### src/rtl/vga_pkg.sv
// Shared types and default 640x480@60 Hz timing for the VGA raster generator.
package vga_pkg;

    typedef logic [9:0] coord_t;

    localparam int unsigned DEF_H_ACTIVE = 640;
    localparam int unsigned DEF_H_FP     = 16;
    localparam int unsigned DEF_H_SYNC   = 96;
    localparam int unsigned DEF_H_BP     = 48;
    localparam int unsigned DEF_V_ACTIVE = 480;
    localparam int unsigned DEF_V_FP     = 10;
    localparam int unsigned DEF_V_SYNC   = 2;
    localparam int unsigned DEF_V_BP     = 33;

    localparam int unsigned H_TOTAL = DEF_H_ACTIVE + DEF_H_FP + DEF_H_SYNC + DEF_H_BP;
    localparam int unsigned V_TOTAL = DEF_V_ACTIVE + DEF_V_FP + DEF_V_SYNC + DEF_V_BP;

    localparam int unsigned COORD_LIMIT = 1024;

    // Registered output bundle; field order is the bit order of the flop.
    typedef struct packed {
        coord_t x;
        coord_t y;
        logic   visible;
        logic   hsync;
        logic   vsync;
        logic   vga_clk;
        logic   pix_tick;
        logic   line_start;
        logic   frame_start;
    } vga_out_t;

endpackage

### src/rtl/vga_axis_counter.sv
// One raster axis: position counter with wrap strobe and active/sync region decode.
module vga_axis_counter
    import vga_pkg::*;
#(
    parameter int unsigned ACTIVE = DEF_H_ACTIVE,
    parameter int unsigned FP     = DEF_H_FP,
    parameter int unsigned SYNC   = DEF_H_SYNC,
    parameter int unsigned BP     = DEF_H_BP
) (
    input  logic   clk,
    input  logic   rst_n,
    input  logic   adv,
    output coord_t count,
    output logic   wrap,
    output logic   in_active,
    output logic   in_sync
);

    localparam int unsigned TOTAL   = ACTIVE + FP + SYNC + BP;
    localparam int unsigned SYNC_LO = ACTIVE + FP;
    localparam int unsigned SYNC_HI = ACTIVE + FP + SYNC;

    coord_t      count_q, count_d;
    logic [31:0] count_ext;

    always_comb begin
        count_ext = 32'(count_q);
        wrap      = adv && (count_ext == TOTAL - 1);
        count_d   = count_q;
        if (wrap) begin
            count_d = '0;
        end else if (adv) begin
            count_d = count_q + coord_t'(1);
        end
        in_active = (count_ext < ACTIVE);
        in_sync   = (count_ext >= SYNC_LO) && (count_ext < SYNC_HI);
    end

    always_ff @(posedge clk) begin
        if (!rst_n) begin
            count_q <= '0;
        end else begin
            count_q <= count_d;
        end
    end

    assign count = count_q;

endmodule

### src/rtl/vga_timing_gen.sv
// VGA raster timing generator: pixel divider, h/v counters and registered decode of
// coordinates, syncs, DAC control and game-logic strobes.
module vga_timing_gen
    import vga_pkg::*;
#(
    parameter int unsigned CLK_DIV  = 2,
    parameter int unsigned H_ACTIVE = DEF_H_ACTIVE,
    parameter int unsigned H_FP     = DEF_H_FP,
    parameter int unsigned H_SYNC   = DEF_H_SYNC,
    parameter int unsigned H_BP     = DEF_H_BP,
    parameter int unsigned V_ACTIVE = DEF_V_ACTIVE,
    parameter int unsigned V_FP     = DEF_V_FP,
    parameter int unsigned V_SYNC   = DEF_V_SYNC,
    parameter int unsigned V_BP     = DEF_V_BP,
    parameter logic        SYNC_POL = 1'b0
) (
    input  logic   clk,
    input  logic   rst_n,
    output coord_t x,
    output coord_t y,
    output logic   visible,
    output logic   hsync,
    output logic   vsync,
    output logic   vga_clk,
    output logic   blank_n,
    output logic   sync_n,
    output logic   pix_tick,
    output logic   line_start,
    output logic   frame_start
);

    localparam int unsigned H_SUM = H_ACTIVE + H_FP + H_SYNC + H_BP;
    localparam int unsigned V_SUM = V_ACTIVE + V_FP + V_SYNC + V_BP;
    localparam int unsigned DIV_W = (CLK_DIV > 2) ? $clog2(CLK_DIV) : 1;

    if (H_SUM > COORD_LIMIT || V_SUM > COORD_LIMIT) begin : g_total_check
        $error("vga_timing_gen: line or frame total exceeds 1024");
    end
    if (CLK_DIV < 2 || (CLK_DIV % 2) != 0) begin : g_div_check
        $error("vga_timing_gen: CLK_DIV must be even and at least 2");
    end

    logic [DIV_W-1:0] div_q, div_d;
    logic             tick;
    coord_t           hcnt, vcnt;
    logic             h_wrap, v_wrap, v_adv;
    logic             h_active, v_active, h_sync_on, v_sync_on;
    logic             line_pend_q, line_pend_d;
    logic             frame_pend_q, frame_pend_d;
    vga_out_t         out_q, out_d, out_rst;

    always_comb begin
        tick  = (32'(div_q) == CLK_DIV - 1);
        div_d = tick ? '0 : div_q + DIV_W'(1);
    end

    assign v_adv = h_wrap && tick;

    vga_axis_counter #(
        .ACTIVE (H_ACTIVE),
        .FP     (H_FP),
        .SYNC   (H_SYNC),
        .BP     (H_BP)
    ) u_h_axis (
        .clk       (clk),
        .rst_n     (rst_n),
        .adv       (tick),
        .count     (hcnt),
        .wrap      (h_wrap),
        .in_active (h_active),
        .in_sync   (h_sync_on)
    );

    vga_axis_counter #(
        .ACTIVE (V_ACTIVE),
        .FP     (V_FP),
        .SYNC   (V_SYNC),
        .BP     (V_BP)
    ) u_v_axis (
        .clk       (clk),
        .rst_n     (rst_n),
        .adv       (v_adv),
        .count     (vcnt),
        .wrap      (v_wrap),
        .in_active (v_active),
        .in_sync   (v_sync_on)
    );

    // Wrap strobes are remembered one clk so they line up with the registered x = 0.
    always_comb begin
        line_pend_d  = v_adv;
        frame_pend_d = v_adv && v_wrap;

        out_rst       = '0;
        out_rst.hsync = ~SYNC_POL;
        out_rst.vsync = ~SYNC_POL;

        out_d             = out_rst;
        out_d.x           = hcnt;
        out_d.y           = vcnt;
        out_d.visible     = h_active && v_active;
        out_d.hsync       = h_sync_on ? SYNC_POL : ~SYNC_POL;
        out_d.vsync       = v_sync_on ? SYNC_POL : ~SYNC_POL;
        out_d.vga_clk     = (32'(div_q) >= CLK_DIV / 2);
        out_d.pix_tick    = tick;
        out_d.line_start  = line_pend_q;
        out_d.frame_start = frame_pend_q;
    end

    always_ff @(posedge clk) begin
        if (!rst_n) begin
            div_q        <= '0;
            line_pend_q  <= 1'b0;
            frame_pend_q <= 1'b0;
            out_q        <= out_rst;
        end else begin
            div_q        <= div_d;
            line_pend_q  <= line_pend_d;
            frame_pend_q <= frame_pend_d;
            out_q        <= out_d;
        end
    end

    assign x           = out_q.x;
    assign y           = out_q.y;
    assign visible     = out_q.visible;
    assign hsync       = out_q.hsync;
    assign vsync       = out_q.vsync;
    assign vga_clk     = out_q.vga_clk;
    assign blank_n     = out_q.visible;
    assign sync_n      = 1'b0;
    assign pix_tick    = out_q.pix_tick;
    assign line_start  = out_q.line_start;
    assign frame_start = out_q.frame_start;

endmodule
### config.mk
export PLATFORM = sky130hd
export DESIGN_NAME = vga_timing_gen
export DESIGN_NICKNAME = d
export VERILOG_FILES = /design/src/rtl/vga_pkg.sv /design/src/rtl/vga_axis_counter.sv /design/src/rtl/vga_timing_gen.sv
export SDC_FILE = /design/constraint.sdc
export NUM_CORES = 1
export LEC_CHECK = 0
export ABC_AREA = 1
export BUFFER_PORTS_ARGS = -buffer_cell sky130_fd_sc_hd__buf_2
export CORE_MARGIN = 2
export CORE_UTILIZATION = 45
export DETAILED_ROUTE_END_ITERATION = 7
export PLACE_DENSITY = 0.76
export SLEW_MARGIN = 20
export SYNTH_ARGS = -nofsm -noshare
export SYNTH_HDL_FRONTEND = slang
export SYNTH_SLANG_ARGS = --single-unit
### constraint.sdc
create_clock -name clk -period 1.8 [get_ports clk]
set_input_delay 0.54 -clock clk [delete_from_list [all_inputs] [get_ports clk]]
set_output_delay 0.54 -clock clk [all_outputs]
set_load 0.02 [all_outputs]
==> impl.org <==
** Setup path
- CP Launch Type :: register
- Worst Setup End Kind :: register
- Highest cell delay on the worst timing path :: 0.41 ns
- Critical path's slowest cell :: sky130_fd_sc_hd__dfxtp_1
- R2R Path End :: u_v_axis.count[5]
- Cells along the critical path :: ha_1 > nand3_2 > inv_2 > nand3_4 > nor2_2 > inv_1 > nand2_4 > nor2_1
- The worst register-to-register path has a setup slack of 0.20 ns.
- Measured in cells, the most critical reg-to-reg path has a length of 8.
- Along the worst path, the maximum fanout reaches 13.
- The worst setup path is of the register to register kind.
- Origin of the critical flop-to-flop path :: u_h_axis.count[0]
- Data arrives at the worst endpoint at between 1.5 and 2 ns.
- At the worst endpoint, the required time is 1.99 ns.

** Clock network
- H-tree level count :: 2
- Number of buffers added by the clock tree synthesis step :: 5
- The later pin in the worst-skew pair is clocked with a latency of 0.29 ns.
- Post-CTS repair changed the size of 0 cells.
- Maximum root-to-sink buffer count :: 2
- Post-cts hold buffer count :: 0
- TritonCTS built the clock tree.
- Buffers added to address setup during post-CTS repair amount to 0.
- The root buffer cell chosen for the clock tree is sky130_fd_sc_hd__clkbuf_8.
- After clock tree synthesis, the clock-pin slew on the worst setup and hold paths is roughly 0.080 ns.
- For this design, the sink count on the clock tree is 49.

** Synth
- Synthesis produced a netlist with a net count of 288.
- Summed over its instances, the top area cell type makes up 46.9% of the synthesized netlist area.
- Yosys printed 0 warnings.
- The largest total area in the synthesized netlist belongs to sky130_fd_sc_hd__dfxtp_1.
- Register area share after synthesis :: between 40% and 50%
- Flops & latches, synth :: 49
- Post-synthesis average cell area :: 7.42 µm²
- Counting distinct cell types in the post-synthesis netlist gives 33.
- Number of instances in the synthesized netlist :: 282
- Post-Syn Area :: 2090 µm²
- By area the synthesized netlist is led by sky130_fd_sc_hd__dfxtp_1 47%, sky130_fd_sc_hd__nand2_1 14%, sky130_fd_sc_hd__inv_1 10%.

** Finish
- Leaving out fill and tap cells, the most frequent cells in the layout are 80 x sky130_fd_sc_hd__nand2_1, 56 x sky130_fd_sc_hd__inv_1, 49 x sky130_fd_sc_hd__dfxtp_1, 29 x sky130_fd_sc_hd__buf_2, 27 x sky130_fd_sc_hd__nor2_1.
- Fraction of final layout cells with drive strength greater than 1 :: a little under a fifth
- Most common library cell in the layout ignoring fill and taps :: sky130_fd_sc_hd__nand2_1
- Diodes inserted :: 0
- Util after Layout :: 53.1%
- Area of the multi-input gates :: around 830 µm²
- Nets :: 317
- Relative to the synthesized area, the layout overhead comes to 11.9%.
- The filler cells instantiated in the layout total 440.
- Combined flip-flop and latch cell area :: 981 µm²

** Global routing
- Antenna violations before repair :: 0
- Global-route wire length before repair :: approximately 6200 µm
- Overall overflow remaining after global route :: 0
- The number of global-route vias before repair was 1413.
- Global routing consumed, over all layers together, 15.3% of the routing resources.
- Largest net degree at the start of global routing :: 19

** Timing
- Setup repair after global routing left no endpoint under its margin.
- On the final layout, the worst clock skew is between 0.004 and 0.005 ns.
- Fin Setup TNS :: 0 ns
- Shortest period the worst path allows :: 1.60 ns
- Setup-failing EPs final :: 0
- Max Fclk :: 0.624 GHz
- Final worst path period share :: 89.0%
- The number of max-slew violations in the final report came to 0.
- The final hold violation count came to 0.
- Final worst hold slack :: ~0.42 ns

** Placement
- Global placement routability congestion :: 0.888
- Detailed placement finished with a half-perimeter wire length of 2690 µm.
- Total of buffers placed on input and output ports :: 29

** Power and ir drop
- Dividing total power by cell area gives a power density of 750 nW/µm².
- The design draws about 1.8 mW.
- Reported leakage power :: about 1.3 nW
- Maximum vdd drop :: approximately 0.27 mV

** Run status
- Run status :: finished clean

** Routing
- Drt total wl :: 3640 µm
- In the final routed layout, each cell accounts on average for 10.0 µm.
- After the first detailed-routing iteration, the DRC count stood at about 140.
- Number of vias after detailed routing :: 1639
- Number of antenna-violating nets in the routed design :: 0
- After detailed routing, the number of vias per cell comes to approximately 4.5.
- In the routed design, unresolved DRC markers number 0.
- Detailed-routing iteration count for the pre-antenna-repair pass :: 4

** Worst hold path
- Worst Hold Launch :: line_pend_q
- End point of the most critical hold path :: line_start
- Hold-critical path depth :: 2
- The tightest min-delay check is of the register to register type.

** Floorplanning
- Top-Level Pins :: 31
- Once the floorplan was initialized, standard cells occupied 47.4% of the core.
- Overall die height :: 72.2 µm
- The region available for standard cell placement spans between 4000 and 5000 µm².
- Cell Rows :: 24
- Area of the die :: 5210 µm²
- Measured along the x axis, the die boundary spans a little over 70 µm.

** Run
- Maximum Capacitance Violations :: 0
-- layout make-up --
class / instances / share of cell area [%]
repair buffers: 32 / 7.16
flip-flops and latches: 49 / 41.9
clock inverters: 2 / 0.427
inverters: 58 / 9.29
multi-input cells: 165 / 35.4
clock buffers: 6 / 3.10
well taps: 52 / 2.78
-- Yosys cell counts (all sizes together) --
master,n
nand3,13
o21bai,2
ha,4
nand2,84
nor3,5
o211ai,1
inv,57
dfxtp,49
conb,1
nor4,1
buf,9
nand3b,1
xnor2,3
nor3b,1
xor2,4
clkinv,1
nand4,2
a21oi,4
o21ai,4
clkbuf,1
nor2,35
-- through the flow --
| step | cell area [µm²] | worst slack [ns] | std cells |
|---|---|---|---|
| 6_report | 2340 | 0.198 | 364 |
| 5_1_grt | 2340 | 0.0152 | 364 |
| 4_1_cts | 2340 | 0.193 | 364 |
| 3_5_place_dp | 2260 | 0.203 | 356 |
| 3_3_place_gp | 2260 | 0.269 | 356 |
| 2_1_floorplan | 2090 | 0.480 | 282 |
-- power by group --
group          total (mW)  switching, mW  internal (mW)
combinational      0.0604         0.0429         0.0175
clock               0.597          0.328          0.269
sequential           1.10        0.00704           1.09
total                1.76          0.378           1.38
-- worst max-delay path, delay by kind of cell, from the launching register on --
kind                       cells  cell delay, ns
and+or+nand+nor                5            0.68
DFF                            1            0.41
adders and majority gates      1            0.21
buffers and inverters          2            0.20
-- worst max-delay path by stage --
stage,endpoint,startpoint,depth (start not counted)
floorplan,u_v_axis.count[1],u_h_axis.count[0],8
global placement,u_v_axis.count[3],u_h_axis.count[0],8
detailed placement,u_v_axis.count[1],u_h_axis.count[0],8
CTS,u_v_axis.count[1],u_h_axis.count[0],8
finish,u_v_axis.count[5],u_h_axis.count[0],8
global route,u_v_axis.count[3],u_h_axis.count[1],8
-- registers in the layout, indices dropped and copies added, names as in the netlist --
signal	flops
y	10
u_v_axis.count	10
x	10
u_h_axis.count	10
hsync	1
frame_pend_q	1
frame_start	1
line_pend_q	1
vga_clk	1
blank_n	1
vsync	1
line_start	1
div_q	1
-- cell families after synthesis --
logic type / after synthesis / share of synthesized area (%)
and+or+nand+nor: 142 / 30.5
other: 1 / 0.179
buffers and inverters: 68 / 13.6
xor gates and xnor gates: 7 / 2.93
AOI/OAI and AO/OA: 11 / 3.53
adders and majority gates: 4 / 2.39
DFF: 49 / 46.9
-- layer usage --
layer,GRT usage [%],vias up,part of all wire (%)
met4,8.39,0,2.1
met2,22.4,51,43
met3,2.50,5,6.1
li1,-,881,-
met1,21.5,702,49
met5,0,-,0
Power figures use the tool's default switching activity.
